===== config.mk =====
export PLATFORM = sky130hd
export DESIGN_NAME = bs_drvr_endpoint
export DESIGN_NICKNAME = d
export VERILOG_FILES = /design/src/rtl/bs_pkg.sv /design/src/rtl/bs_fifo_fwft.sv /design/src/rtl/bs_drvr_endpoint.sv
export SDC_FILE = /design/constraint.sdc
export NUM_CORES = 1
export LEC_CHECK = 0
export ABC_AREA = 1
export CAP_MARGIN = 20
export CELL_PAD_IN_SITES_DETAIL_PLACEMENT = 1
export CELL_PAD_IN_SITES_GLOBAL_PLACEMENT = 1
export CORE_MARGIN = 4
export CORE_UTILIZATION = 40
export DETAILED_ROUTE_END_ITERATION = 6
export PLACE_DENSITY = 0.8
export SYNTH_ARGS = -nofsm -noshare
export SYNTH_HDL_FRONTEND = slang
export SYNTH_HIERARCHICAL = 1
export SYNTH_SLANG_ARGS = --single-unit

===== constraint.sdc =====
create_clock -name clk -period 9.15 [get_ports clk]
set_input_delay 2.745 -clock clk [delete_from_list [all_inputs] [get_ports clk]]
set_output_delay 2.745 -clock clk [all_outputs]
set_load 0.01 [all_outputs]

===== src/rtl/bs_pkg.sv =====
// bs_pkg: shared constants and helpers for the bus driver endpoint
package bs_pkg;
  localparam int ERR_MISROUTE = 0;
  localparam int ERR_RX_OVF = 1;
  localparam int ERR_POP_UNF = 2;
  localparam logic [7:0] BCAST_DEFAULT = 8'hFF;
  function automatic logic [63:0] get_id(input logic [63:0] pkt, input int unsigned bits, input int unsigned id_bits);
    return (pkt >> (bits - id_bits)) & ((64'd1 << id_bits) - 64'd1);
  endfunction
endpackage


===== src/rtl/bs_fifo_fwft.sv =====
// bs_fifo_fwft: first-word-fall-through FIFO with optional write-when-full-with-read
module bs_fifo_fwft #(
  parameter int bits = 32,
  parameter int depth = 8,
  parameter bit accept_when_full_with_read = 1'b0
) (
  input  logic                     clk,
  input  logic                     reset,
  input  logic                     wr_en,
  input  logic [bits-1:0]          wr_data,
  input  logic                     rd_en,
  output logic [bits-1:0]          rd_data,
  output logic [$clog2(depth):0]   count,
  output logic                     full,
  output logic                     empty
);
  localparam int AW = $clog2(depth);
  localparam int CW = AW + 1;
  logic [bits-1:0] mem_q [depth];
  logic [AW-1:0] wr_ptr_q, wr_ptr_d, rd_ptr_q, rd_ptr_d;
  logic [CW-1:0] count_q, count_d;
  logic do_wr, do_rd;
  assign full = count_q == CW'(depth);
  assign empty = count_q == '0;
  assign count = count_q;
  assign rd_data = mem_q[rd_ptr_q];
  // a read frees the slot in the same cycle only when the owner allows it
  always_comb begin
    do_rd = rd_en & !empty;
    do_wr = wr_en & (!full | (accept_when_full_with_read & do_rd));
    wr_ptr_d = wr_ptr_q + AW'(do_wr);
    rd_ptr_d = rd_ptr_q + AW'(do_rd);
    count_d = count_q + CW'(do_wr) - CW'(do_rd);
  end
  // pointer and occupancy state
  always_ff @(posedge clk or negedge reset) begin
    if (!reset) begin
      wr_ptr_q <= '0;
      rd_ptr_q <= '0;
      count_q <= '0;
    end else begin
      wr_ptr_q <= wr_ptr_d;
      rd_ptr_q <= rd_ptr_d;
      count_q <= count_d;
    end
  end
  // storage needs no reset; contents are ignored while empty
  always_ff @(posedge clk) begin
    if (do_wr) mem_q[wr_ptr_q] <= wr_data;
  end
endmodule


===== src/rtl/bs_drvr_endpoint.sv =====
// bs_drvr_endpoint: driver-side bus endpoint bridging host valid/ready to arbiter pop/push
module bs_drvr_endpoint
  import bs_pkg::*;
#(
  parameter int bits = 32,
  parameter int depth = 8,
  parameter int id_bits = 8,
  parameter int unsigned drvr_id = 0,
  parameter logic [id_bits-1:0] broadcast = id_bits'(BCAST_DEFAULT)
) (
  input  logic                   clk,
  input  logic                   reset,
  input  logic [bits-1:0]        tx_data,
  input  logic                   tx_valid,
  output logic                   tx_ready,
  output logic                   pndng,
  input  logic                   pop,
  output logic [bits-1:0]        D_pop,
  input  logic                   push,
  input  logic [bits-1:0]        D_push,
  output logic [bits-1:0]        rx_data,
  output logic                   rx_valid,
  input  logic                   rx_ready,
  output logic [$clog2(depth):0] tx_count,
  output logic [$clog2(depth):0] rx_count,
  output logic [15:0]            drop_cnt,
  output logic [2:0]             err
);
  logic tx_full, tx_empty, rx_full, rx_empty;
  logic id_ok, room, rx_wr, drop;
  logic [id_bits-1:0] rx_id;
  logic [15:0] drop_q, drop_d;
  logic [2:0] err_q, err_d;
  assign tx_ready = !tx_full;
  assign pndng = !tx_empty;
  assign rx_valid = !rx_empty;
  assign drop_cnt = drop_q;
  assign err = err_q;
  bs_fifo_fwft #(.bits(bits), .depth(depth), .accept_when_full_with_read(1'b0)) u_tx (
    .clk(clk), .reset(reset), .wr_en(tx_valid & tx_ready), .wr_data(tx_data),
    .rd_en(pop), .rd_data(D_pop), .count(tx_count), .full(tx_full), .empty(tx_empty)
  );
  bs_fifo_fwft #(.bits(bits), .depth(depth), .accept_when_full_with_read(1'b1)) u_rx (
    .clk(clk), .reset(reset), .wr_en(rx_wr), .wr_data(D_push),
    .rd_en(rx_ready), .rd_data(rx_data), .count(rx_count), .full(rx_full), .empty(rx_empty)
  );
  // destination filter, overflow decision and sticky error / drop accounting
  always_comb begin
    rx_id = id_bits'(get_id(64'(D_push), bits, id_bits));
    id_ok = (rx_id == id_bits'(drvr_id)) | (rx_id == broadcast);
    room = !rx_full | (rx_valid & rx_ready);
    rx_wr = push & id_ok & room;
    drop = push & (!id_ok | !room);
    drop_d = (drop && drop_q != 16'hFFFF) ? drop_q + 16'd1 : drop_q;
    err_d = err_q;
    err_d[ERR_MISROUTE] = err_q[ERR_MISROUTE] | (push & !id_ok);
    err_d[ERR_RX_OVF] = err_q[ERR_RX_OVF] | (push & id_ok & !room);
    err_d[ERR_POP_UNF] = err_q[ERR_POP_UNF] | (pop & tx_empty);
  end
  // status registers
  always_ff @(posedge clk or negedge reset) begin
    if (!reset) begin
      drop_q <= '0;
      err_q <= '0;
    end else begin
      drop_q <= drop_d;
      err_q <= err_d;
    end
  end
endmodule


# Yosys cells after proc, flatten, opt, wreduce, memory -nomap -nowiden
# Memories as Yosys holds them, arrays and structs flattened.
# Index checks and enable logic that the tools add are counted.
# word_totals
wordCells	54
input_bits	70
n_memories	2
register_bits	39
ramBits	512
# op_classes
n_reduce_logical	10
eq_ne	4
mux	4
n_bitwise	17
add_sub_neg	9
# mem_list
name	words	word_bits	read_ports	rd_clocked_by_memory_dff	wr	line_no	rtl
u_rx.mem_q	8	32	1	0	1	bs_fifo_fwft.sv:19	logic [bits-1:0] mem_q [depth];
u_tx.mem_q	8	32	1	0	1	bs_fifo_fwft.sv:19	
# ops
cell	n
16-bit by 1-bit adder with 16-bit output, second input constant	1
16-bit inequality test, second input constant	1
3-bit by 1-bit adder with 3-bit output	4
1-bit AND	11
4-bit by 1-bit adder with 4-bit output	2
4-bit equality test, second input constant	2
8-bit equality test, second input constant	1
4-bit zero test	2
8-bit zero test	1
4-bit by 1-bit subtractor with 4-bit output	2
1-bit zero test	6
1-bit OR	6
1-bit 2-to-1 mux	4
1-bit logical AND	1

# Depth between registers and ports, before layout
# Gate-level depths: netlist (run 1).
# logic_depth
ltp_word	8
ltp_mapped	13
ltp_nobuf	13

# By module
# The synthesis (run 1) kept the hierarchy.
# modules_own_cells
mod	area_each_um2	cells_per_inst	n_inst	seq_area_each_um2
bs_fifo_fwft at u_rx	11747.5	1172	1	7937.6
bs_fifo_fwft at u_tx	11737.5	1166	1	7937.6
bs_drvr_endpoint	1260.0	185	1	475.5

# Worst setup path before layout (run 1)
# Ideal clock, no wire load.
# synth_path
path_kind	input port to flip-flop
startpoint	in tx_valid
endpoint	mem u_tx.mem_q[6][0] (enable)
n_path_buf	0
slack_ps	3477
stages	4
required_ps	8689
setup_ps	461
t_arrival_ps	5211
path_cell_list	inv_1 nor2_1 o21ai_2 nor3_1
# synth_via
elab_chain_cells	4
# synth_lines
item	line_no	rtl
start: declaration	bs_drvr_endpoint.sv:14	input logic tx_valid,
1-bit AND	bs_drvr_endpoint.sv:40	.clk(clk), .reset(reset), .wr_en(tx_valid & tx_ready), .wr_data(tx_data),
1-bit AND	bs_fifo_fwft.sv:30	do_wr = wr_en & (!full | (accept_when_full_with_read & do_rd));
1-bit 2-to-1 mux	bs_fifo_fwft.sv:49	if (do_wr) mem_q[wr_ptr_q] <= wr_data;
1-bit 2-to-1 mux (implied by the code)	bs_fifo_fwft.sv:49	
end: declaration	bs_fifo_fwft.sv:19	
# Every way passes these cells.

# Final worst setup path (run 1)
# layout_path
startpoint	reg u_rx.rd_ptr_q[0]
endpoint	out rx_data[5]
# layout_via
elab_chain_cells	1
# layout_lines
item	line_no	rtl
start: declaration	bs_fifo_fwft.sv:20	logic [AW-1:0] wr_ptr_q, wr_ptr_d, rd_ptr_q, rd_ptr_d;
start signal: assignment	bs_fifo_fwft.sv:43	rd_ptr_q <= rd_ptr_d;
memory read 8 x 32 bit	-	
end: declaration	bs_drvr_endpoint.sv:21	output logic [bits-1:0] rx_data,
# Every way passes these cells.

==> flow_metrics.py, run 1 <==
metrics = {
    "outcome": {
        "status": "finished, final reports clean",
    },
    "power": {
        "clockPowerShare": 0.273,
        "leakage_uw": 0.0132,
        "seq_power_share": 0.359,
        "power_frac_comb": 0.368,
        "p_switching_uw": 3270,
        "power_switching_share": 0.369,
        "powerDensity_nw_per_um2": 304,
        "internal-power_uw": 5580,
        "peakVddDrop_mv": 0.227,
    },
    "clock_network": {
        "clockBufferDepth": 3,
        "cts-htree-levels": 2,
        "cts_setup_buffers": 0,
        "insertion_delay_ns": 0.63,
        "cts_buffers": 58,
        "cts_resized": 0,
        "tritoncts": "done",
        "clock_sinks": 551,
        "ctsHoldBuffers": 0,
        "cts-root-buf": "clkbuf_16",
        "path_clk_slew_ns": 0.06,
    },
    "global_routing": {
        "track_usage": 0.204,
        "grt_first_pass_wirelength_um": 107000,
        "first_global_vias": 19300,
        "grt_overflow": 0,
        "grt_max_degree": 79,
        "antenna_found_initial": 2,
    },
    "worst_setup_path": {
        "r2r-start": "u_rx/count[2]",
        "path_class": "register to primary output",
        "crit_path_end_kind": "primary output",
        "crit_start": "u_rx/rd_ptr_q[0]",
        "worst-path-max-fanout": 71,
        "worstPathArrival_ns": 4.38,
        "crit_required_ns": 6.41,
        "startpoint_type": "register",
    },
    "floorplan": {
        "initial_core_util": 0.407,
        "core_region_area_um2": 60800,
        "dieArea_um2": 65900,
        "rows": 90,
        "io_pins": 164,
        "die_w_um": 257,
        "chipHeight_um": 257,
    },
    "synth": {
        "ys_seq_area_frac": 0.661,
        "synth.distinct_cells": 32,
        "synthCells": 2523,
        "ys_seq_elements": 551,
        "synth_area_per_cell_um2": 9.81,
        "netlist_area_um2": 24700,
        "ys_top_cells_by_area": "edfxtp_1 62%, nand2_1 14%, inv_1 8.5%, nand3_1 5.8%, dfrtp_1 3.9%",
        "synth_nets": 2615,
        "netlist.area_leader.share": 0.621,
        "yosysTopAreaCell": "edfxtp_1",
        "ys_warn_count": 6,
    },
    "route": {
        "routed_via_density": 4.97,
        "drc": 0,
        "dr.first_iter.drc_count": 1042,
        "wl_per_cell_um": 19.5,
        "vias": 17400,
        "drt_pass1_iterations": 5,
        "ant_nets": 0,
        "wirelength_um": 68300,
    },
    "worst_hold_path": {
        "hold_path_class": "register to register",
        "hold_path_startpoint": "err[2]",
    },
    "placed_design": {
        "place_hpwl_um": 39500,
        "dp_slack_ns": 2.60,
        "dpl_cell_area_um2": 27100,
        "io_buffers": 163,
        "place.gp.congestion": 0.780,
    },
    "sta": {
        "rsz0062_at_grt": "false",
        "worst_pin_slew_ns": 1.01,
        "fin_crit_sh": 0.778,
        "slew_violations": 0,
        "hold_viol_final": 0,
        "fin_crit_ns": 7.12,
        "setup-violations-final": 0,
        "relSlewSlack": 0.325,
        "fmax_mhz": 140,
        "holdWs_ns": 0.470,
        "clock_skew_ns": 0.0251,
        "setup_slack_ns": 2.03,
        "tns_ns": 0,
    },
    "finish": {
        "final_cell_mix": "921 x nand2_1, 559 x inv_1, 512 x edfxtp_1",
        "final_cell_area_um2": 29100,
        "final_common_cell": "nand2_1",
        "drive_gt1_frac": 0.0559,
        "fin_nets": 2767,
        "area_delta_synth_final_pct": 17.7,
    },
    "run": {
        "cap_violations": 0,
    },
}
[area by class of cell]
cell class | instances | area, um2
fillers | 6753 | 31700
flip-flops and latches | 551 | 16400
multi-input cells | 1307 | 5750
inverters | 565 | 2120
repair buffers | 192 | 1970
clock buffers | 65 | 1480
well taps | 782 | 978
clock inverters | 39 | 467
diodes | 1 | 2.50
[metal layers]
metal  vias up  share of wire  GRT usage
met4         0          0.022     0.0541
met5         -              0          0
met3       115          0.048     0.0336
met2       393           0.53      0.378
li1       8134              -          -
met1      8767           0.40      0.248
[worst max-delay path, cell delays in order (launching register included)]
cell and delay, ns:
dfrtp_4 0.84, clkinv_2 0.95, buf_4 0.71, nand2_1 0.15, nand3_1 0.10, nand2_1 0.14
nand2_1 0.09, nand2_1 0.14, clkdlybuf4s50_1 0.55
[final timing paths]
| check | cells after the start | slack [ns] | endpoint |
|---|---|---|---|
| max | 8 | 2.03 | rx_data[5] |
| min | 1 | 0.47 | err[2] |
| max reg2reg | 10 | 5.95 | u_rx/mem_q[1][24] |
| min reg2reg | 1 | 0.47 | err[2] |
| max in group asynchronous | 2 | 6.49 | u_tx/rd_ptr_q[0] |
| min in group asynchronous | 1 | 2.13 | drop_cnt[15] |
[registers in the layout, indices dropped and copies added, names as in the netlist]
name,flops
u_rx/count,4
u_tx/count,4
u_rx/rd_ptr_q,3
u_tx/mem_q,256
err,3
u_tx/wr_ptr_q,3
u_tx/rd_ptr_q,3
drop_cnt,16
u_rx/mem_q,256
u_rx/wr_ptr_q,3
[cells in the mapped netlist]
master    instances
nand2_1         921
inv_1           560
edfxtp_1        512
nand3_1         289
buf_2            44
dfrtp_1          39
nor2_1           32
buf_6            21
ha_1             20
clkbuf_1         17
xor2_1           11
buf_4            10
buf_1             8
nor3_1            8
inv_2             5
nand4_1           5
xnor2_1           4
a21oi_1           2
fa_1              2
a21boi_0          1
a21o_1            1
a31o_2            1
and3b_1           1
nand2_2           1
nand2_4           1
nand4_4           1
nor2_2            1
nor3_4            1
nor3b_1           1
o21ai_0           1
o21ai_2           1
or2_2             1
[cells by family (layout without fill, tap and decap cells)]
family,count (synthesis),count (layout),synth area share
and+or+nand+nor,1263,1263,0.209
DFF,551,551,0.661
xor gates and xnor gates,15,15,0.00531
AOI/OAI and AO/OA,7,7,0.00192
buffers and inverters,665,861,0.111
other,0,1,0
adders and majority gates,22,22,0.0117
[power by group through the flow]
stage	Combinational, uW	Clock (uW)	Sequential (uW)
6_report	3250	2410	3180
5_1_grt	3570	2580	3200
4_1_cts	3270	2460	3180
3_5_place_dp	3210	0	3230
3_3_place_gp	3080	0	3210
2_1_floorplan	1960	0	3140
[per-stage QoR]
stage           util  std cells  total power (uW)
5_1_grt        0.479       3501              9360
6_report       0.479       3502              8850
3_3_place_gp   0.444       3390              6290
4_1_cts        0.478       3499              8910
3_5_place_dp   0.446       3395              6440
2_1_floorplan      -       2523              5110
No activity file was read; power rests on OpenSTA's default activity.
==> run 2: changes to the inputs <==
- PLACE_DENSITY: 0.8 -> 0.83
- clock period: 9.15 -> 6.4 ns (I/O delays scaled with it)
==> flow_metrics.py, run 2 (synthesis gave the netlist of run 1 again) <==
metrics = {
    "route": {
        "wl_per_cell_um": 19.7,
        "wirelength_um": 69300,
        "dr.first_iter.drc_count": 1222,
        "vias": 17600,
        "ant_nets": 0,
        "routed_via_density": 5.02,
        "drc": 0,
        "drt_pass1_iterations": 5,
    },
    "clock_network": {
        "ctsHoldBuffers": 0,
        "insertion_delay_ns": 0.64,
        "cts_resized": 0,
        "path_clk_slew_ns": 0.06,
        "cts_setup_buffers": 0,
        "cts_buffers": 58,
        "clockBufferDepth": 3,
        "cts-root-buf": "clkbuf_16",
        "tritoncts": "done",
        "clock_sinks": 551,
        "cts-htree-levels": 2,
    },
    "power": {
        "power_frac_comb": 0.370,
        "powerDensity_nw_per_um2": 438,
        "leakage_uw": 0.0132,
        "peakVddDrop_mv": 0.319,
        "seq_power_share": 0.355,
        "internal-power_uw": 7990,
        "clockPowerShare": 0.275,
        "p_switching_uw": 4760,
        "power_switching_share": 0.373,
    },
    "worst_hold_path": {
        "hold_path_class": "register to register",
        "hold_path_startpoint": "err[2]",
    },
    "sta": {
        "slew_violations": 0,
        "worst_pin_slew_ns": 1.15,
        "relSlewSlack": 0.232,
        "holdWs_ns": 0.478,
        "tns_ns": 0,
        "fin_crit_ns": 5.50,
        "setup_slack_ns": 0.900,
        "fin_crit_sh": 0.859,
        "clock_skew_ns": 0.0391,
        "fmax_mhz": 182,
        "setup-violations-final": 0,
        "rsz0062_at_grt": "false",
        "hold_viol_final": 0,
    },
    "floorplan": {
        "dieArea_um2": 65900,
        "rows": 90,
        "initial_core_util": 0.407,
        "chipHeight_um": 257,
        "core_region_area_um2": 60800,
        "io_pins": 164,
        "die_w_um": 257,
    },
    "worst_setup_path": {
        "worst-path-max-fanout": 93,
        "crit_required_ns": 4.48,
        "crit_buf_inv": 3,
        "crit_family": "buffers and inverters",
        "crit_path_end_kind": "primary output",
        "startpoint_type": "register",
        "crit_path_frequent_cell": "nand2_1",
        "cp_slowest_cell": "dfrtp_4",
        "cp_slowest_stage_delay_ns": 0.70,
        "crit_chain": "clkinv_2 -> buf_12 -> nand2_1 -> nand3_1 -> nand2_1 -> nand2_1 -> nand2_1 -> clkdlybuf4s50_1",
        "worstPathArrival_ns": 3.58,
        "path_class": "register to primary output",
        "crit_start": "u_tx/rd_ptr_q[0]",
        "r2r-start": "u_rx/count[2]",
    },
    "finish": {
        "drive_gt1_frac": 0.0584,
        "fillers": 6760,
        "final_common_cell": "nand2_1",
        "final_cell_mix": "921 x nand2_1, 559 x inv_1, 512 x edfxtp_1",
        "fin_nets": 2767,
        "area_delta_synth_final_pct": 17.6,
        "fin_util": 0.479,
        "fin_cells": 3513,
    },
    "placed_design": {
        "place.gp.congestion": 0.766,
        "dp_slack_ns": 1.26,
        "io_buffers": 163,
        "place_hpwl_um": 39200,
        "place_inst": 3396,
    },
    "run": {
        "cap_violations": 0,
    },
    "global_routing": {
        "grt_max_degree": 121,
        "grt_first_pass_wirelength_um": 109000,
        "grt_overflow": 0,
        "antenna_found_initial": 9,
        "first_global_vias": 19800,
        "track_usage": 0.209,
    },
    "outcome": {
        "status": "finished, final reports clean",
    },
}
run 2: cell count changes in the layout (fill, tap and decap cells not counted), sizes merged:
cell,previous run,this run
clkinv,27,28
clkbuf,65,71
diode,1,7
bufinv,9,7
run 2: worst paths after layout:
path / endpoint / slack [ns] / cells after the start
max reg2reg: u_rx/mem_q[4][23] / 3.23 / 10
max in group asynchronous: u_tx/rd_ptr_q[0] / 4.24 / 1
min: err[2] / 0.48 / 1
min reg2reg: err[2] / 0.48 / 1
max: D_pop[26] / 0.90 / 8
min in group asynchronous: u_rx/count[2] / 1.45 / 1
run 2: through the flow:
stage	cell area (um2)	power, uW
global route	29100	13500
detailed placement	27100	9220
global placement	27100	8970
floorplan	24700	7300
CTS	29100	12800
finish	29100	12700
run 2: final cells by class:
class / instances / area (um2) / area share
diodes: 7 / 17.5 / 0.000602
flip-flops and latches: 551 / 16400 / 0.562
repair buffers: 192 / 1880 / 0.0646
multi-input cells: 1307 / 5750 / 0.197
inverters: 565 / 2120 / 0.0729
clock inverters: 38 / 428 / 0.0147
clock buffers: 71 / 1570 / 0.0540
well taps: 782 / 978 / 0.0336
run 2: metal layers:
| layer | track usage | up-vias | wire [um] |
|---|---|---|---|
| met4 | 0.0829 | 4 | 2470 |
| li1 | - | 8147 | - |
| met5 | 0 | - | 27 |
| met3 | 0.0439 | 171 | 4070 |
| met1 | 0.242 | 8830 | 26800 |
| met2 | 0.379 | 494 | 36000 |
run 2: power by group through the flow:
stage                     combinational, uW  clock (uW)  sequential (uW)
after CTS                              4740        3580             4530
final                                  4720        3510             4530
after global routing                   5170        3730             4560
after global placement                 4410           0             4560
after floorplan                        2810           0             4490
after detailed placement               4630           0             4590
==> edit, RTL diff (settings of run 2) <==
`accept_when_full_with_read`: 1'b1 -> 1'b0.
--- a/src/rtl/bs_drvr_endpoint.sv
+++ b/src/rtl/bs_drvr_endpoint.sv
@@ -40,7 +40,7 @@
     .clk(clk), .reset(reset), .wr_en(tx_valid & tx_ready), .wr_data(tx_data),
     .rd_en(pop), .rd_data(D_pop), .count(tx_count), .full(tx_full), .empty(tx_empty)
   );
-  bs_fifo_fwft #(.bits(bits), .depth(depth), .accept_when_full_with_read(1'b1)) u_rx (
+  bs_fifo_fwft #(.bits(bits), .depth(depth), .accept_when_full_with_read(1'b0)) u_rx (
     .clk(clk), .reset(reset), .wr_en(rx_wr), .wr_data(D_push),
     .rd_en(rx_ready), .rd_data(rx_data), .count(rx_count), .full(rx_full), .empty(rx_empty)
   );
Function: no difference found for any inputs over 4 cycles, from zero or initial values and one cycle with reset low; that may be too few to reach the edited logic, so the function may still have changed.
==> edit against run 2 <==
Design area is 0.58% lower; register-to-register slack better by 0.36 ns; routed wire length is 2.7% lower; setup slack better by 0.0021 ns; critical path type unchanged; clock skew is 0.018 ns lower; core utilization is 0.28 points lower; area after synthesis hardly changed; sequential cell count stayed put; global-route usage is 0.91 points lower; total power is 2.2% lower.
==> edit: results (changes against run 2) <==
| Metric | Value |
|---|---|
| Met1 GRT Util | `0.235 (-0.00659)` |
| Layout net count | `2765 (-0.072%)` |
| Grt met3 use | `0.0310 (-0.0129)` |
| Placed inst area | `0.0270 mm² (about the same)` |
| Global-route usage over all layers | `0.200 (-0.00906)` |
| List of most frequent post-synthesis cells | `nand2_1 (918), inv_1 (563), edfxtp_1 (512), nand3_1 (282), buf_2 (44)` |
| Worst skew pair latency | `0.61 ns (-0.03 ns)` |
| Syn Nets | `2610 (-0.19%)` |
| WL final | `67500 µm (-2.7%)` |
| Leakage | `13.1 nW (-0.55%)` |
| Status | `finished, final reports clean` |
| CP Max Fanout | `72 (-23%)` |
| Max VDD drop | `0.000331 V (+3.8%)` |
| Psw | `4.59 mW (-3.4%)` |
| Number of unique standard cell types used by synthesis | `31 (-3.1%)` |
| Routing usage on met2 | `0.372 (-0.00700)` |
| Register area share after synthesis | `0.661 (about the same)` |
| Largest net degree at the start of global routing | `108 (-11%)` |
| Routability Congestion | `0.748 (-2.3%)` |
| First-pass GRT wire length | `104000 µm (-4.4%)` |
| Cells after DPL | `3393 (-0.088%)` |
| Met3 routed WL | `3310 µm (-19%)` |
| Crit-path slowest cell | `clkinv_2` |
| Slew at the pin closest to its max-slew limit | `1.02 ns (-0.134 ns)` |
| Cell Count, Final, Fillers Out | `3505 (-0.23%)` |
| XOR/XNOR share of the synthesized area | `0.00531 (about the same)` |
## edit: final timing paths
path | from | to | slack (ns) | depth (start not counted)
hold / removal | err[0]$_DFF_PN0_ | err[0]$_DFF_PN0_ | 0.47 | 2
setup / recovery | u_rx/rd_ptr_q[0]$_DFF_PN0_ | rx_data[4] | 0.90 | 8
hold reg to reg | err[0]$_DFF_PN0_ | err[0]$_DFF_PN0_ | 0.47 | 2
min in group asynchronous | reset | err[0]$_DFF_PN0_ | 1.45 | 1
max in group asynchronous | reset | u_tx/rd_ptr_q[0]$_DFF_PN0_ | 4.25 | 1
setup reg to reg | u_rx/count[2]$_DFF_PN0_ | u_rx/count[1]$_DFF_PN0_ | 3.59 | 11
## edit: metrics by stage
| step | util | worst slack [ns] |
|---|---|---|
| global placement | 0.445 | 1.70 |
| finish | 0.476 | 0.902 |
| global route | 0.476 | 0.685 |
| floorplan | - | 1.24 |
| detailed placement | 0.445 | 1.55 |
| CTS | 0.475 | 0.882 |
## edit: cell type report
cell class / count / area [µm²]
Clock inverter: 25 / 277
Fill cell: 6749 / 31900
Inverter: 568 / 2130
Clock buffer: 82 / 1560
Tap cell: 782 / 978
Timing Repair Buffer: 195 / 1910
Antenna cell: 3 / 7.51
Multi-Input combinational cell: 1299 / 5710
Sequential cell: 551 / 16400
## edit: power groups by stage
| stage | combinational, mW | clock (mW) | sequential (mW) |
|---|---|---|---|
| after floorplan | 2.81 | 0 | 4.49 |
| after global placement | 4.46 | 0 | 4.49 |
| after detailed placement | 4.69 | 0 | 4.52 |
| after CTS | 4.75 | 3.36 | 4.45 |
| after global routing | 5.21 | 3.51 | 4.47 |
| final | 4.74 | 3.28 | 4.44 |
